## src/rtl/mod_pkg.sv

```systemverilog
// Shared definitions for the repeated-subtraction modulo block: controller
// state encoding, datapath width and R-input select codes.
package mod_pkg;

    localparam int DP_W = 32;

    localparam logic SEL_A   = 1'b0;
    localparam logic SEL_SUB = 1'b1;

    typedef enum logic [2:0] {
        ST_IDLE = 3'd0,
        ST_LOAD = 3'd1,
        ST_RUN  = 3'd2,
        ST_DONE = 3'd3,
        ST_ERR  = 3'd4
    } state_t;

endpackage

```

## src/rtl/mod_iter_cnt.sv

```systemverilog
// Subtraction counter: synchronous clear, increment enable, and a terminal
// count flag at MAX_ITER that also blocks any further increment.
module mod_iter_cnt #(
    parameter int                ITER_W   = 32,
    parameter logic [ITER_W-1:0] MAX_ITER = {ITER_W{1'b1}}
) (
    input  logic              clk,
    input  logic              rst_n,
    input  logic              clr,
    input  logic              inc,
    output logic [ITER_W-1:0] cnt,
    output logic              tc
);

    localparam logic [ITER_W-1:0] CNT_ONE = {{(ITER_W-1){1'b0}}, 1'b1};

    logic [ITER_W-1:0] cnt_r;

    // Count register; the terminal compare gates the increment so it never wraps.
    always_ff @(posedge clk or negedge rst_n) begin
        if (!rst_n) begin
            cnt_r <= {ITER_W{1'b0}};
        end else if (clr) begin
            cnt_r <= {ITER_W{1'b0}};
        end else if (inc && !tc) begin
            cnt_r <= cnt_r + CNT_ONE;
        end else begin
            cnt_r <= cnt_r;
        end
    end

    assign cnt = cnt_r;
    assign tc  = (cnt_r == MAX_ITER);

endmodule

```

## src/rtl/mod_ctrl.sv

```systemverilog
// Sequencer for the repeated-subtraction modulo datapath: loads A, subtracts B
// while B <= R, counts the subtractions, and aborts at the iteration limit.
module mod_ctrl
    import mod_pkg::*;
#(
    parameter int                ITER_W   = 32,
    parameter logic [ITER_W-1:0] MAX_ITER = {ITER_W{1'b1}}
) (
    input  logic              clk,
    input  logic              rst_n,
    input  logic              start,
    input  logic              sub_ok,
    output logic              ld,
    output logic              mux,
    output logic              busy,
    output logic              done,
    output logic              err,
    output logic [ITER_W-1:0] quo
);

    state_t state_r;
    state_t state_s;
    logic   ld_s;
    logic   clr_s;
    logic   inc_s;
    logic   tc_s;
    logic   mux_r;
    logic   busy_r;
    logic   done_r;
    logic   err_r;

    assign clr_s = (state_r == ST_IDLE) && start;
    assign inc_s = (state_r == ST_RUN) && sub_ok && !tc_s;

    mod_iter_cnt #(
        .ITER_W   (ITER_W),
        .MAX_ITER (MAX_ITER)
    ) u_iter_cnt (
        .clk   (clk),
        .rst_n (rst_n),
        .clr   (clr_s),
        .inc   (inc_s),
        .cnt   (quo),
        .tc    (tc_s)
    );

    // State register.
    always_ff @(posedge clk or negedge rst_n) begin
        if (!rst_n) begin
            state_r <= ST_IDLE;
        end else begin
            state_r <= state_s;
        end
    end

    // Next state and the R load enable (the only input-to-output path, in RUN).
    always_comb begin
        state_s = state_r;
        ld_s    = 1'b0;
        case (state_r)
            ST_IDLE: begin
                if (start) begin
                    state_s = ST_LOAD;
                end else begin
                    state_s = ST_IDLE;
                end
            end
            ST_LOAD: begin
                ld_s    = 1'b1;
                state_s = ST_RUN;
            end
            ST_RUN: begin
                if (!sub_ok) begin
                    state_s = ST_DONE;
                end else if (tc_s) begin
                    state_s = ST_ERR;
                end else begin
                    ld_s    = 1'b1;
                    state_s = ST_RUN;
                end
            end
            ST_DONE: state_s = ST_IDLE;
            ST_ERR:  state_s = ST_IDLE;
            default: state_s = ST_IDLE;
        endcase
    end

    // Outputs registered from the next state so they equal a clean state decode.
    always_ff @(posedge clk or negedge rst_n) begin
        if (!rst_n) begin
            mux_r  <= SEL_A;
            busy_r <= 1'b0;
            done_r <= 1'b0;
            err_r  <= 1'b0;
        end else begin
            mux_r  <= (state_s == ST_RUN) ? SEL_SUB : SEL_A;
            busy_r <= (state_s != ST_IDLE);
            done_r <= (state_s == ST_DONE) || (state_s == ST_ERR);
            if (clr_s) begin
                err_r <= 1'b0;
            end else if (state_s == ST_ERR) begin
                err_r <= 1'b1;
            end else begin
                err_r <= err_r;
            end
        end
    end

    assign ld   = ld_s;
    assign mux  = mux_r;
    assign busy = busy_r;
    assign done = done_r;
    assign err  = err_r;

endmodule

```

## config.mk

```make
export PLATFORM = sky130hd
export DESIGN_NAME = mod_ctrl
export DESIGN_NICKNAME = d
export VERILOG_FILES = /design/src/rtl/mod_pkg.sv /design/src/rtl/mod_iter_cnt.sv /design/src/rtl/mod_ctrl.sv
export SDC_FILE = /design/constraint.sdc
export NUM_CORES = 1
export LEC_CHECK = 0
export CORE_UTILIZATION = 25
export DETAILED_ROUTE_END_ITERATION = 10
export PLACE_DENSITY = 0.42
export SLEW_MARGIN = 20
export SYNTH_ARGS = -nofsm -noshare
export SYNTH_HDL_FRONTEND = slang
export SYNTH_HIERARCHICAL = 1
export SYNTH_SLANG_ARGS = --single-unit
export TNS_END_PERCENT = 20
```

## constraint.sdc

```tcl
create_clock -name clk -period 4.4 [get_ports clk]
set_clock_uncertainty 0.15 [all_clocks]
set_input_delay 0.88 -clock clk [delete_from_list [all_inputs] [get_ports clk]]
set_output_delay 0.88 -clock clk [all_outputs]
set_load 0.03 [all_outputs]
```

==> impl_metrics.py <==
metrics = {
    "floorplan": {
        "core-area_sq_mm": 0.00822,
        "num_rows": 33,
        "num_io_pins": 41,
        "floorplan.die_area_sq_mm": 0.00887,
        "die_h_um": 94.2,
        "dieWidth_um": 94.2,
        "start_util_pct": 25.9,
    },
    "place": {
        "pre_cts_ws_ps": 752,
        "gp_congestion": 0.723,
        "hpwlAfterDp_mm": 3.95,
        "dpl.cell_count": 360,
        "post_dp_cell_area_sq_mm": 0.00261,
        "port_buffers": 40,
    },
    "timing": {
        "layout_setup_ws_ps": 467,
        "setup_viol": 0,
        "final_hold_viol_count": 0,
        "relSlewSlack_pct": 38.5,
        "timing.final.max_slew_violations": 0,
        "min_period_ps": 3930,
        "fmax_mhz": 254,
        "setup_tns_ps": 0,
        "finalCritPeriodShare_pct": 89.4,
        "tightest_slew_ps": 922,
        "whs_ps": 403,
        "rsz0062_at_grt": "no",
    },
    "clock_network": {
        "cts_resized": 0,
        "cts_tree": "built",
        "clk_pin_slew_ps": 70,
        "post_cts_buffers": 0,
        "cts.sinks": 39,
        "cts_max_path_buffers": 2,
        "clock_tree.root_cell": "clkbuf_8",
        "numCtsBuffers": 5,
        "clk_latency_ps": 290,
        "h-tree-depth": 2,
        "postCtsHoldBufs": 0,
    },
    "global_route": {
        "grt_pass1_wl_mm": 9.27,
        "grt_usage_pct": 13.6,
        "grt_overflow": 0,
        "grt_pass1_vias": 1803,
        "antenna_found_initial": 0,
        "grt_max_degree": 40,
    },
    "worst_hold_path": {
        "min_path_type": "flop to flop",
        "hold_depth": 2,
    },
    "drt": {
        "remaining_drc_errors": 0,
        "ant_nets": 0,
        "vias_per_cell": 5.08,
        "drt_iter0_markers": 33,
        "wl_per_cell_um": 15.2,
        "routed_wl_mm": 5.55,
        "vias": 1860,
        "firstDrtPassIters": 4,
    },
    "finish": {
        "diodes": 0,
        "final_cell_count_no_fill": 366,
        "fin_nets": 267,
        "multi_input_area_sq_mm": 0.00107,
        "drive_gt1_share_pct": 5.36,
        "fillers": 868,
        "synthToLayoutAreaGrowth_pct": 26.0,
        "final_area_sq_mm": 0.00268,
        "seq_area_sq_um": 976,
    },
    "yosys": {
        "async_reset_ff_share_pct": 100,
        "synth_area_leaders": "dfrtp_1 46%, a21oi_1 4.9%, nor2_1 4.1%, or4_1 3.9%, nand4_1 3.5%",
        "syn_nets": 228,
        "syn-cell-area_sq_mm": 0.00212,
        "synthDistinctLibCells": 39,
        "ys_seq_elements": 39,
        "seq_area_frac_synth_pct": 45.9,
        "yosysWarnings": 6,
        "synth_largest_area_cell": "dfrtp_1",
        "synth_top_area_share_pct": 45.9,
        "yosys.cell_count.top_type": "dfrtp_1",
        "syn_area_per_cell_sq_um": 9.53,
        "ys_top_cells_by_count": "39 x dfrtp_1, 23 x nor2_1, 21 x a21oi_1",
        "ys.flop_type": "dfrtp_1",
        "synth_cells": 223,
        "synth_enable_flop_cells": 0,
    },
    "critical_path": {
        "reg2reg_depth": 10,
        "crit_fanout": 8,
        "end_kind": "output pin",
        "crit_arrival_ps": 2900,
        "path_class": "flop to output pin",
        "required_ps": 3370,
        "critPathLaunchType": "flop",
    },
    "power": {
        "p_leak_nw": 0.991,
        "combPwrFrac_pct": 28.8,
        "power.density_mw_per_mm2": 343,
        "pwr-share-seq_pct": 46.6,
        "pwr-share-clk_pct": 24.6,
        "power_switching_uw": 330,
        "p_sw_share_pct": 35.9,
        "ir_drop_uv": 181,
        "p_int_uw": 588,
    },
    "flow_run": {
        "maxCapViolations": 0,
    },
    "outcome": {
        "status": "completed",
    },
}
[registers in the layout, indices dropped and copies added (netlist names)]
register	flops
mux	1
err	1
busy	1
done	1
state_r	3
u_iter_cnt/cnt	32
[worst max-delay path, stage by stage (launching register included)]
cell             delay [ps]
dfrtp_1                 500
nand4_4                 170
or4_1                   670
nor3_1                  320
nor2b_1                 110
a21oi_1                 200
nor2_1                   50
clkdlybuf4s50_1         590
[kinds of logic after synthesis]
group                    synth area share (%)
adder cells (fa/ha/maj)                 0.589
AND/OR/NAND/NOR                          28.0
multiplexers                            0.471
buffers and inverters                    4.18
AO/OA/AOI/OAI                            16.3
flip-flops                               45.9
XOR/XNOR                                 4.53
[path summary, 6_finish.rpt]
check                                               startpoint  slack [ps]                              to
worst max-delay path            u_iter_cnt/cnt[20]$_DFFE_PN0P_         470                              ld
worst min-delay path                           err$_DFFE_PN0P_         400                 err$_DFFE_PN0P_
worst max register to register   u_iter_cnt/cnt[0]$_DFFE_PN0P_        1110  u_iter_cnt/cnt[13]$_DFFE_PN0P_
worst min register to register                 err$_DFFE_PN0P_         400                 err$_DFFE_PN0P_
max in group asynchronous                                rst_n        2950                  done$_DFF_PN0_
min in group asynchronous                                rst_n         580   u_iter_cnt/cnt[8]$_DFFE_PN0P_
[cell usage in the layout, fill, tap and decap left out, types with 6 or more instances in the layout]
cell and n:
a21oi_1 21, and4_1 7, clkdlybuf4s50_1 39, dfrtp_1 39, nand2_1 16, nand3_1 6
nand4_1 12, nor2_1 23, o21ai_1 7, o31ai_1 10, or3_1 9, or4_1 11
xor2_1 6
[power groups by stage]
stage	Sequential, mW	Combinational, mW	Clock (mW)
finish	0.427	0.264	0.226
detailed placement	0.434	0.269	0
global route	0.433	0.290	0.253
CTS	0.427	0.270	0.238
floorplan	0.459	0.160	0
global placement	0.434	0.270	0
[metal layers]
layer  routed length (um)  vias up  part of all wire, %  track usage [%]
met5                    0        -                    0                0
met3                  275        4                  5.0             3.48
met1                 2790      897                   50             18.9
li1                     -      922                    -                -
met2                 2430       37                   44             20.8
met4                   50        0                 0.90             3.46
[area by class of cell]
class | instances | area share (%)
Timing Repair Buffer | 42 | 15.3
Multi-Input combinational cell | 169 | 39.9
Sequential cell | 39 | 36.4
Tap cell | 105 | 4.91
Inverter | 5 | 0.701
Clock buffer | 6 | 2.71
[per-stage QoR]
step	power (mW)	util, %
6_report	0.917	32.6
4_1_cts	0.935	32.6
2_1_floorplan	0.619	-
5_1_grt	0.976	32.6
3_5_place_dp	0.703	31.7
3_3_place_gp	0.704	31.7
(Power assumes the default switching activity.)
